**config.mk**
```make
export PLATFORM = sky130hd
export DESIGN_NAME = firebird7_in_gate1_tessent_data_mux_hs
export DESIGN_NICKNAME = d
export VERILOG_FILES = /design/src/rtl/firebird7_in_gate1_tessent_data_mux_pkg.sv /design/src/rtl/firebird7_in_gate1_tessent_data_mux_guard_ctr.sv /design/src/rtl/firebird7_in_gate1_tessent_data_mux_hs.sv
export SDC_FILE = /design/constraint.sdc
export NUM_CORES = 1
export LEC_CHECK = 0
export CORE_ASPECT_RATIO = 1.75
export CORE_MARGIN = 5
export CORE_UTILIZATION = 37
export CTS_BUF_LIST = sky130_fd_sc_hd__clkbuf_2
export DETAILED_ROUTE_END_ITERATION = 6
export PLACE_DENSITY_LB_ADDON = 0.2
export SETUP_SLACK_MARGIN = 0.15
export SLEW_MARGIN = 0
export SYNTH_ARGS = -nofsm -noshare
export SYNTH_HDL_FRONTEND = slang
export SYNTH_SLANG_ARGS = --single-unit
export TNS_END_PERCENT = 50
```
**constraint.sdc**
```tcl
create_clock -name ijtag_tck -period 1.45 [get_ports ijtag_tck]
set_input_delay 0.2175 -clock ijtag_tck [delete_from_list [all_inputs] [get_ports ijtag_tck]]
set_output_delay 0.2175 -clock ijtag_tck [all_outputs]
set_load 0.005 [all_outputs]
```
**src/rtl/firebird7_in_gate1_tessent_data_mux_pkg.sv**
```systemverilog
// Shared types and helpers for the guarded IJTAG data-override mux.
package firebird7_in_gate1_tessent_data_mux_pkg;

  typedef enum logic [1:0] {FUNC, GUARD_IN, IJTAG, GUARD_OUT} mux_state_e;

  // Guard counter width: enough to hold GUARD_CYCLES-1, never below one bit.
  function automatic int unsigned cnt_width(input int unsigned guard_cycles);
    int unsigned w;
    w = $clog2(guard_cycles + 1);
    if (w < 1) w = 1;
    return w;
  endfunction

endpackage

```
**src/rtl/firebird7_in_gate1_tessent_data_mux_guard_ctr.sv**
```systemverilog
// Loadable down-counter timing the handover guard interval.
module firebird7_in_gate1_tessent_data_mux_guard_ctr #(
  parameter int unsigned CW = 1
) (
  input  logic          i_clk,
  input  logic          i_rst_n,
  input  logic          load,
  input  logic [CW-1:0] load_val,
  input  logic          i_dec,
  output logic          zero
);

  logic [CW-1:0] r_cnt;

  // Load has priority; decrement stops at zero so the counter cannot wrap.
  always_ff @(posedge i_clk) begin
    if (!i_rst_n) begin
      r_cnt <= '0;
    end else if (load) begin
      r_cnt <= load_val;
    end else if (i_dec && (r_cnt != '0)) begin
      r_cnt <= r_cnt - 1'b1;
    end
  end

  assign zero = (r_cnt == '0);

endmodule

```
**src/rtl/firebird7_in_gate1_tessent_data_mux_hs.sv**
```systemverilog
// Registered functional/IJTAG data mux with per-bit override mask and a
// guard interval that freezes the output on every select change.
module firebird7_in_gate1_tessent_data_mux_hs
  import firebird7_in_gate1_tessent_data_mux_pkg::*;
#(
  parameter int unsigned WIDTH        = 19,
  parameter int unsigned GUARD_CYCLES = 2
) (
  input  logic             ijtag_tck,
  input  logic             ijtag_reset,
  input  logic             ijtag_select,
  input  logic [WIDTH-1:0] ijtag_bit_enable,
  input  logic [WIDTH-1:0] functional_data_in,
  input  logic [WIDTH-1:0] ijtag_data_in,
  output logic [WIDTH-1:0] data_out,
  output logic             ijtag_active,
  output logic             switching
);

  localparam int unsigned CW       = cnt_width(GUARD_CYCLES);
  localparam bit          NO_GUARD = (GUARD_CYCLES == 0);
  localparam logic [CW-1:0] LOAD_VAL = NO_GUARD ? '0 : CW'(GUARD_CYCLES - 1);

  mux_state_e       r_state;
  mux_state_e       w_state_next;
  logic             w_load;
  logic             w_dec;
  logic             w_zero;
  logic [WIDTH-1:0] w_mixed;
  logic [WIDTH-1:0] r_data;
  logic             r_active;
  logic             r_switching;

  firebird7_in_gate1_tessent_data_mux_guard_ctr #(
    .CW (CW)
  ) u_guard_ctr (
    .i_clk    (ijtag_tck),
    .i_rst_n  (ijtag_reset),
    .load     (w_load),
    .load_val (LOAD_VAL),
    .i_dec    (w_dec),
    .zero     (w_zero)
  );

  assign w_mixed = (ijtag_bit_enable & ijtag_data_in) |
                   (~ijtag_bit_enable & functional_data_in);

  // Next state plus counter load/decrement; a select change mid-guard reloads the count.
  always_comb begin
    w_state_next = r_state;
    w_load       = 1'b0;
    w_dec        = 1'b0;
    unique case (r_state)
      FUNC: begin
        if (ijtag_select) begin
          if (NO_GUARD) begin
            w_state_next = IJTAG;
          end else begin
            w_state_next = GUARD_IN;
            w_load       = 1'b1;
          end
        end
      end
      GUARD_IN: begin
        if (!ijtag_select) begin
          w_state_next = GUARD_OUT;
          w_load       = 1'b1;
        end else if (w_zero) begin
          w_state_next = IJTAG;
        end else begin
          w_dec = 1'b1;
        end
      end
      IJTAG: begin
        if (!ijtag_select) begin
          if (NO_GUARD) begin
            w_state_next = FUNC;
          end else begin
            w_state_next = GUARD_OUT;
            w_load       = 1'b1;
          end
        end
      end
      GUARD_OUT: begin
        if (ijtag_select) begin
          w_state_next = GUARD_IN;
          w_load       = 1'b1;
        end else if (w_zero) begin
          w_state_next = FUNC;
        end else begin
          w_dec = 1'b1;
        end
      end
      default: w_state_next = FUNC;
    endcase
  end

  // State, output register and status flags; data update keyed on the pre-edge state.
  always_ff @(posedge ijtag_tck) begin
    if (!ijtag_reset) begin
      r_state     <= FUNC;
      r_data      <= '0;
      r_active    <= 1'b0;
      r_switching <= 1'b0;
    end else begin
      r_state     <= w_state_next;
      r_active    <= (w_state_next == IJTAG);
      r_switching <= (w_state_next == GUARD_IN) || (w_state_next == GUARD_OUT);
      unique case (r_state)
        FUNC:    r_data <= functional_data_in;
        IJTAG:   r_data <= w_mixed;
        default: r_data <= r_data;
      endcase
    end
  end

  assign data_out     = r_data;
  assign ijtag_active = r_active;
  assign switching    = r_switching;

endmodule

```
Word level (Yosys, flattened, before mapping)
Cells that the tools add are included.
- muxes and demuxes: 17
- equal/unequal tests: 6
- reduce and logical (&&, ||, !) cells: 10
- add/sub/neg operators: 1
- bitwise logic cells: 5
- operators with widths (kind ; count):
    $and A19 B19 Y19 ; 2
    $pmux W19 S2 ; 1
    $not A19 Y19 ; 1
    $or A19 B19 Y19 ; 1
    $mux W2 ; 6
    $eq A2 B2 Y1 const B ; 4
    $pmux W2 S4 ; 1
    $mux W1 ; 7
    $reduce_bool A2 Y1 ; 3
    $reduce_or A2 Y1 ; 3
    $eq A2 B1 Y1 const B ; 2
    $logic_not A2 Y1 ; 2
    $pmux W1 S2 ; 2
    $sub A2 B1 Y2 const B ; 1
    $logic_and A1 B1 Y1 ; 1
    $logic_or A1 B1 Y1 ; 1
    $not A1 Y1 ; 1
- bits in registers: 25
- input bits: 60
- logic and storage cells: 45

Depth between registers and ports, before layout
Gate-level depths: netlist of run 1.
- depth after elaboration: 7
- mapped depth: 6

Cells and area by module
From an unflattened synthesis of run 1, not the netlist that was laid out.
- cells, all modules: 147
- area total of the unflattened synthesis: 1539.0 sq um
- modules (own cells, without submodules) (module ; sequential area each (sq um) ; cells each ; times used ; area an instance (sq um)):
    firebird7_in_gate1_tessent_data_mux_hs ; 440.4 ; 133 ; 1 ; 1416.4
    firebird7_in_gate1_tessent_data_mux_guard_ctr ; 40.0 ; 14 ; 1 ; 122.6

Least setup slack after synthesis of run 1
OpenSTA, ideal clock, no wires.
- path kind: register to register
- start point: reg r_state[0]
- end point: reg r_data[10] (netlist: data_out[10])
- arrival time: 1.398 ns
- path slack: -0.064 ns
- stages on the path, launching flop included: 6
- period minus slack after synthesis: 1.514 ns
- path buffers: 1
- cell sequence: dfxtp_1 > inv_1 > ha_1 > buf_6 > mux2_4 > o211a_1
- longest elaborated chain between the ends: 2
- elaborated cells on any way between the ends: 4
- those cells by class: eq/ne: 1; mux: 1; reduce/logical: 2
- ends and longest elaborated chain (what ; RTL line ; RTL):
    start: declaration ; firebird7_in_gate1_tessent_data_mux_hs.sv:24 ; mux_state_e r_state;
    start signal: assignment ; firebird7_in_gate1_tessent_data_mux_hs.sv:106 ; r_state <= w_state_next;
    $eq A2 B2 Y1 or $logic_not A2 Y1 (tied branches) ; firebird7_in_gate1_tessent_data_mux_hs.sv:109 ; unique case (r_state)
    $pmux W19 S2 or $reduce_bool A2 Y1 (tied branches) ; n/a ;
    end signal: assignment ; firebird7_in_gate1_tessent_data_mux_hs.sv:110 ; FUNC: r_data <= functional_data_in;
    end signal: assignment ; firebird7_in_gate1_tessent_data_mux_hs.sv:111 ; IJTAG: r_data <= w_mixed;
    end signal: assignment ; firebird7_in_gate1_tessent_data_mux_hs.sv:112 ; default: r_data <= r_data;
    end: declaration ; firebird7_in_gate1_tessent_data_mux_hs.sv:30 ; logic [WIDTH-1:0] r_data;
Several ways; a longest one is shown, not always the timed one.
A chain may end at the register's enable or synchronous reset.

Worst setup path after layout of run 1
- start point: reg r_state[0]
- end point: reg r_data[14] (netlist: data_out[14])
The elaborated chain is that of the path after synthesis.

==> reports/summary.txt, run 1 <==
CRITICAL PATH
----------------------------------------------------------------------------------------
Worst R2R Setup Slack                                                            0.02 ns
Highest net fanout along the worst path                                               14
Endpoint of the worst register-to-register path                             data_out[14]
Worst endpoint required time                                                     1.72 ns
Last element of the critical path                                           data_out[14]
Worst Path Class, Setup                                                     flip-flop to flip-flop
Number of cells on the worst reg-to-reg path                                           5
Beginning of the worst register-to-register path                              r_state[0]
Endpoint class of the critical path                                            flip-flop
Critical Path Start Type                                                       flip-flop
Worst setup path start                                                        r_state[0]
Endpoint arrival time on the critical path                                       1.70 ns

GLOBAL ROUTE
----------------------------------------------------------------------------------------
Initial antenna violation count                                                        0
First-pass GRT wire length                                                  7196 microns
Total global routing overflow                                                          0
Via count of the first global-routing pass                                          1588
Pin count of the biggest net entering global routing                                  33
Total Routing Usage GR                                                            0.1651

MIN PATH
----------------------------------------------------------------------------------------
Class of the tightest hold or removal check                                 input port to flip-flop

TIMING
----------------------------------------------------------------------------------------
Unrepaired setup endpoints after global routing                                      yes
Final worst-path cycle share                                                      0.9867
Tightest slew margin relative to the limit                                        0.7476
Final-report hold violation count                                                      0
Minimum clock period after layout                                               1.431 ns
Max-slew violations                                                                    0
Slew at the pin closest to its max-slew limit                                  0.3754 ns
Final critical-path setup slack                                               0.01930 ns
Maximum operating frequency                                                    699.0 MHz
Setup violations, final                                                                0
Worst hold margin                                                              0.5047 ns
Layout Skew                                                                  0.003288 ns
Total Neg Setup Slack                                                               0 ns

ROUTING
----------------------------------------------------------------------------------------
Wire per inst                                                               16.14 microns
Violation count after the first detailed-route iteration                              33
Remaining antenna violation count                                                      0
Final wirelength                                                            4569 microns
Number of search-and-repair iterations in the first detailed-routing pass              4
Via Count                                                                           1458
Per-cell via count in the routed design                                            5.152
Count of unresolved DRC violations after routing                                       0

CLOCK TREE
----------------------------------------------------------------------------------------
Clock tree buffer depth                                                                2
Number of buffers created by CTS                                                       3
Clk pin slew, worst setup/hold paths                                             0.23 ns
Clk_lat worst skew                                                               0.34 ns
CTS tree                                                                             yes
Hold Buf Count CTS                                                                     0
Clock root buffer master                                                    sky130_fd_sc_hd__clkbuf_2
CTS sink cnt                                                                          25
Number of levels the H-tree was split into                                             1

POWER AND IR DROP
----------------------------------------------------------------------------------------
Sw Share                                                                          0.3488
Relative contribution of sequential cells to total power                           0.289
Cell Int Power                                                                  2.667 mW
Combinational group share of total power                                           0.642
Reported net switching power                                                    1.429 mW
IR drop worst, VDD                                                            0.001082 V
Static leakage                                                                  1.310 nW
Share of power burned in the clock network                                         0.069
Power density over the cells                                                1572 mW/mm^2

CELLS AND AREA
----------------------------------------------------------------------------------------
Layout fillers                                                                       355
Layout area overhead                                                              69.63%
Final nets                                                                           300
Fraction of final layout cells with drive strength greater than 1                 0.3248
Final standard cell count with taps included and fillers excluded                    283
Antenna diode instance count                                                           0

DIE
----------------------------------------------------------------------------------------
Die H                                                                       95.25 microns
Die boundary width                                                          58.71 microns
Ports                                                                                 81
Effective utilization at floorplan                                                0.3773
Core Region                                                                 0.004073 sq mm
Cell row count                                                                        31
Die area                                                                    0.005592 sq mm

PLACE
----------------------------------------------------------------------------------------
Number of buffers inserted by port buffering                                          80
Final HPWL from detailed placement                                          3502 microns
Setup Slack @ Placement                                                      -0.08383 ns
Placed Cells incl. Taps                                                              273
Placer Congestion                                                                 0.8146

YOSYS
----------------------------------------------------------------------------------------
Mean instance size in the synthesized netlist                                10.82 sq um
Sequential share of the synthesized area                                          0.3257
Synth unique cells                                                                    28
Adder and majority cell fraction of the synthesized area                         0.04072
Largest family of logic cells by synthesized area                           multiplexers
Most used DFF post-synth                                                    sky130_fd_sc_hd__dfxtp_1
Syn. warnings                                                                          0
Multiplexer area fraction after synthesis                                         0.3086
Syn nets                                                                             207
Number of synthesized register bits                                                   25
Area of the mapped netlist                                                  0.001536 sq mm
Complex-gate fraction of the synthesized area                                     0.1816
Synthesized instance count                                                           142
Post-Synth Simple-Gate Area                                                      0.08306
Xor and xnor area share after synthesis                                          0.01140
Share of synthesized flip-flops with an asynchronous set or reset                      0
Number of flops mapped to enable cells by yosys                                        0

JOB
----------------------------------------------------------------------------------------
Max-cap violations                                                                     0

STATUS
----------------------------------------------------------------------------------------
Outcome                                                                     finished, final reports clean

timing repair:
| action | in CTS | in global routing |
|---|---|---|
| gates cloned | 0 | 0 |
| resized for setup | 59 | 2 |
| pin swaps | 6 | 2 |
| setup buffers | 6 | 0 |
| endpoints found under the setup margin | 46 | 25 |
metrics by stage:
| stage | util | area (sq um) | power, mW |
|---|---|---|---|
| floorplan | - | 1560 | 2.684 |
| global placement | 0.6022 | 2452 | 3.533 |
| detailed placement | 0.6022 | 2452 | 3.619 |
| CTS | 0.6366 | 2592 | 4.075 |
| global route | 0.6399 | 2606 | 4.375 |
| finish | 0.6399 | 2606 | 4.096 |
power by group through the flow:
stage	combinational, mW	clock [mW]	sequential [mW]
2_1_floorplan	1.54	0	1.14
3_3_place_gp	2.41	0	1.12
3_5_place_dp	2.48	0	1.14
4_1_cts	2.59	0.302	1.18
5_1_grt	2.83	0.331	1.22
6_report	2.63	0.283	1.18
synth_stat cells (all sizes together) (2+ instances only):
library cell	number	area, sq um
mux2i	20	200.2
buf	4	37.53
xnor2	2	17.52
inv	5	18.76
o211a	19	190.2
mux2	19	274.0
clkbuf	5	18.77
dfxtp	25	500.5
nand2	21	78.83
and2	2	12.51
nor2	3	13.77
ha	5	62.56
worst max-delay path, stage by stage (launching register included):
cell and delay (ns):
sky130_fd_sc_hd__dfxtp_4 0.43, sky130_fd_sc_hd__inv_4 0.08, sky130_fd_sc_hd__ha_4 0.16, sky130_fd_sc_hd__buf_12 0.17, sky130_fd_sc_hd__mux2_4 0.31, sky130_fd_sc_hd__o211a_1 0.21
final cells by class:
type                       instances  area [sq um]  share of cell area
multi-input combinational        103          1044              0.4004
timing repair buffer              97         922.1              0.3538
sequential                        25         535.5              0.2055
tap                               49         61.31             0.02352
inverter                           5         23.77            0.009121
clock buffer                       4         20.02            0.007681
placed cells by master, fill, tap and decap left out, types with 2 or more instances in the layout:
cell type and count:
sky130_fd_sc_hd__xnor2_1 2, sky130_fd_sc_hd__dfxtp_4 2, sky130_fd_sc_hd__clkdlybuf4s50_1 59, sky130_fd_sc_hd__mux2i_1 20, sky130_fd_sc_hd__buf_6 2, sky130_fd_sc_hd__buf_4 14
sky130_fd_sc_hd__ha_4 4, sky130_fd_sc_hd__nand2_1 21, sky130_fd_sc_hd__o211a_1 19, sky130_fd_sc_hd__dfxtp_2 22, sky130_fd_sc_hd__nor2_1 2, sky130_fd_sc_hd__clkbuf_2 4
sky130_fd_sc_hd__and2_1 2, sky130_fd_sc_hd__inv_4 2, sky130_fd_sc_hd__mux2_4 18, sky130_fd_sc_hd__dlygate4sd2_1 21, sky130_fd_sc_hd__inv_1 2
worst min path at each step:
stage / from / endpoint / slack, ns / depth (start not counted)
after floorplan: ijtag_reset / u_guard_ctr.r_cnt[1] / 0.34 / 2
after global placement: u_guard_ctr.r_cnt[1] / u_guard_ctr.r_cnt[1] / 0.48 / 2
after detailed placement: u_guard_ctr.r_cnt[1] / u_guard_ctr.r_cnt[1] / 0.55 / 2
after CTS: ijtag_reset / u_guard_ctr.r_cnt[1] / 0.48 / 3
after global routing: ijtag_reset / u_guard_ctr.r_cnt[1] / 0.47 / 3
final: ijtag_reset / u_guard_ctr.r_cnt[1] / 0.50 / 3
state kept, by name, summed over array words and instances, names as in the netlist:
signal             flops
data_out              19
r_state                2
u_guard_ctr.r_cnt      2
ijtag_active           1
switching              1
per-layer routing:
layer | GRT usage | vias up | routed length (microns)
li1 | - | 703 | -
met1 | 0.1528 | 703 | 1508
met2 | 0.3368 | 43 | 2662
met3 | 0.02846 | 9 | 285
met4 | 0.06616 | 0 | 112
met5 | 0 | - | 0
logic make-up after synthesis:
logic type                 after synthesis
muxes                                   39
and+or+nand+nor                         29
DFF                                     25
AOI/OAI and AO/OA                       28
buffers and inverters                   14
xor gates and xnor gates                 2
adders and majority gates                5
No activity file was read; power rests on OpenSTA's default activity.
==> run 2: changes to the inputs <==
Settings changed: CORE_MARGIN 5 to 4.
==> run 2 against run 1 <==
  * Total power grew 1.5%
  * Register-to-register slack about the same
  * First-iteration DRC count fell by 36%
  * Non-clock buffer count is 1 higher
  * Clock skew down 0.00061 ns
  * Cell area up 0.82%
  * Maximum frequency up 1.0%
  * Critical path type unchanged
  * Largest cell class unchanged
  * Largest power group unchanged
==> reports/summary.txt, run 2 (synthesis gave the netlist of run 1 again) <==
STATUS
----------------------------------------------------------------------------------------
Outcome                                                                     finished, final reports clean

CELLS AND AREA
----------------------------------------------------------------------------------------
Final nets                                                                           301
Most frequent standard cell in the layout excluding fill and tap cells      sky130_fd_sc_hd__clkdlybuf4s50_1
Number of flip-flops in the largest register                                          19
Antenna diode instance count                                                           0
Layout area overhead                                                              71.01%
Fraction of final layout cells with drive strength greater than 1                 0.3319
Final standard cell count with taps included and fillers excluded                    283
Most used cells in the layout excluding fill and tap cells                  sky130_fd_sc_hd__clkdlybuf4s50_1, sky130_fd_sc_hd__nand2_1, sky130_fd_sc_hd__dfxtp_2, sky130_fd_sc_hd__mux2i_1, sky130_fd_sc_hd__dlygate4sd2_1
Layout fillers                                                                       320

JOB
----------------------------------------------------------------------------------------
Max-cap violations                                                                     0

ROUTING
----------------------------------------------------------------------------------------
Wire length on met2                                                         2624 microns
Final wirelength                                                            4486 microns
Uppermost routed layer                                                              met4
Remaining antenna violation count                                                      0
Number of search-and-repair iterations in the first detailed-routing pass              4
Violation count after the first detailed-route iteration                              21
Routed length on met1                                                       1613 microns
Sum of met3 wire segment lengths after detailed routing                      187 microns
Wire per inst                                                               15.85 microns
Count of unresolved DRC violations after routing                                       0
Per-cell via count in the routed design                                            5.028
Via Count                                                                           1423

TIMING
----------------------------------------------------------------------------------------
Final-report hold violation count                                                      0
Slew at the pin closest to its max-slew limit                                  0.2732 ns
Maximum operating frequency                                                    706.3 MHz
Final worst-path cycle share                                                      0.9764
Unrepaired setup endpoints after global routing                                      yes
Layout Skew                                                                  0.002680 ns
Max-slew violations                                                                    0
Final critical-path setup slack                                               0.03417 ns
Setup violations, final                                                                0
Worst hold margin                                                              0.5027 ns
Minimum clock period after layout                                               1.416 ns
Tightest slew margin relative to the limit                                        0.8173

POWER AND IR DROP
----------------------------------------------------------------------------------------
Sw Share                                                                          0.3425
Static leakage                                                                  1.327 nW
Cell Int Power                                                                  2.734 mW
Relative contribution of sequential cells to total power                           0.282
Power density over the cells                                                1583 mW/mm^2
IR drop worst, VDD                                                            0.001165 V
Share of power burned in the clock network                                         0.066
Combinational group share of total power                                           0.652
Reported net switching power                                                    1.424 mW

CLOCK TREE
----------------------------------------------------------------------------------------
Hold Buf Count CTS                                                                     0
CTS tree                                                                             yes
Number of buffers created by CTS                                                       3
Clock root buffer master                                                    sky130_fd_sc_hd__clkbuf_2
Clk_lat worst skew                                                               0.35 ns
Clock tree buffer depth                                                                2
CTS sink cnt                                                                          25
Number of levels the H-tree was split into                                             1
Clk pin slew, worst setup/hold paths                                             0.22 ns

CRITICAL PATH
----------------------------------------------------------------------------------------
Highest net fanout along the worst path                                               10
Endpoint arrival time on the critical path                                       1.69 ns
Worst setup path start                                                        r_state[0]
Critical Path, Cell by Cell                                                 inv_4, ha_4, buf_12, mux2_4, o211a_1
Last element of the critical path                                           data_out[16]
Critical Path Start Type                                                       flip-flop
Endpoint of the worst register-to-register path                             data_out[16]
Endpoint class of the critical path                                            flip-flop
Number of cells on the worst reg-to-reg path                                           5
Count of buffering cells on the critical path with inverters included                  2
CP Depth                                                                               5
Beginning of the worst register-to-register path                              r_state[0]
Worst Path Class, Setup                                                     flip-flop to flip-flop
Worst R2R Setup Slack                                                            0.03 ns
Largest stage delay on the critical path                                         0.42 ns
Critical-path cell with the highest stage delay                             sky130_fd_sc_hd__dfxtp_4
Worst endpoint required time                                                     1.73 ns
Family of cells with the greatest summed delay on the critical path           flip-flops

GLOBAL ROUTE
----------------------------------------------------------------------------------------
Pin count of the biggest net entering global routing                                  39
Total global routing overflow                                                          0
Total Routing Usage GR                                                            0.1724
Via count of the first global-routing pass                                          1523
First-pass GRT wire length                                                  7203 microns
Initial antenna violation count                                                        0

PLACE
----------------------------------------------------------------------------------------
Final HPWL from detailed placement                                          3443 microns
Setup Slack @ Placement                                                       -0.1006 ns
Number of buffers inserted by port buffering                                          80
Placed Cells incl. Taps                                                              271
Placer Congestion                                                                 0.7759

MIN PATH
----------------------------------------------------------------------------------------
Class of the tightest hold or removal check                                 flip-flop to flip-flop

DIE
----------------------------------------------------------------------------------------
Effective utilization at floorplan                                                0.3898
Die area                                                                    0.005288 sq mm
Core Region                                                                 0.003941 sq mm
Die H                                                                       93.25 microns
Cell row count                                                                        30
Die boundary width                                                          56.71 microns
Ports                                                                                 81

## run 2: cell types whose count changed in the layout (fill, tap and decap cells not counted), sizes merged
cell,delta
buf,+1
dlygate4sd2,-1
dlymetal6s2s,+1
## run 2: per-stage QoR
stage | instance area, sq um | setup TNS (ns) | utilization | total power, mW
2_1_floorplan | 1560 | 0 | - | 2.684
3_3_place_gp | 2431 | -0.1312 | 0.6168 | 3.467
3_5_place_dp | 2431 | -0.6294 | 0.6168 | 3.561
4_1_cts | 2623 | -0.007561 | 0.6654 | 4.184
5_1_grt | 2628 | -0.07773 | 0.6667 | 4.431
6_report | 2628 | 0 | 0.6667 | 4.158
## run 2: worst min-delay path, delay by kind of cell, from the launching register on
kind / cells / cell delay [ns]
AOI/OAI and AO/OA: 1 / 0.05
DFF: 1 / 0.36
and+or+nand+nor: 1 / 0.09
## run 2: metal layers
metal  GRT usage  vias up
li1            -      707
met1      0.1684      674
met2      0.3504       37
met3     0.02486        5
met4     0.05941        0
met5           0        -
## run 2: what timing repair did
item	CTS	global route
setup endpoints to repair	46	26
resized for setup	65	2
buffers inserted	8	0
hold endpoints to repair	0	0
pin swaps	22	8
## run 2: power by group through the flow
| stage | clock network [mW] | registers [mW] | logic, mW |
|---|---|---|---|
| finish | 0.273 | 1.17 | 2.71 |
| detailed placement | 0 | 1.13 | 2.43 |
| global route | 0.321 | 1.21 | 2.90 |
| CTS | 0.292 | 1.17 | 2.72 |
| global placement | 0 | 1.11 | 2.36 |
| floorplan | 0 | 1.14 | 1.54 |
## run 2: how the worst min path moves through the flow
stage,startpoint,end,slack (ns),cells past startpoint
global placement,u_guard_ctr.r_cnt[1],u_guard_ctr.r_cnt[1],0.48,2
CTS,ijtag_reset,u_guard_ctr.r_cnt[1],0.51,3
global route,ijtag_reset,u_guard_ctr.r_cnt[1],0.50,3
detailed placement,u_guard_ctr.r_cnt[1],u_guard_ctr.r_cnt[1],0.50,2
finish,u_guard_ctr.r_cnt[1],u_guard_ctr.r_cnt[1],0.50,2
floorplan,ijtag_reset,u_guard_ctr.r_cnt[1],0.34,2
## run 2: layout make-up
cell class | count | area, sq um | share of cell area
tap | 48 | 60.06 | 0.02286
timing repair buffer | 98 | 952.2 | 0.3624
multi-input combinational | 103 | 1040 | 0.3957
sequential | 25 | 534.3 | 0.2033
inverter | 5 | 21.27 | 0.008095
clock buffer | 4 | 20.02 | 0.007619
==> run 3: changes to the inputs <==
Settings changed: CTS_CLUSTER_SIZE from default to 8.
==> results of run 3 <==
The final DEF is identical to that of run 2; final timing and power are the same.
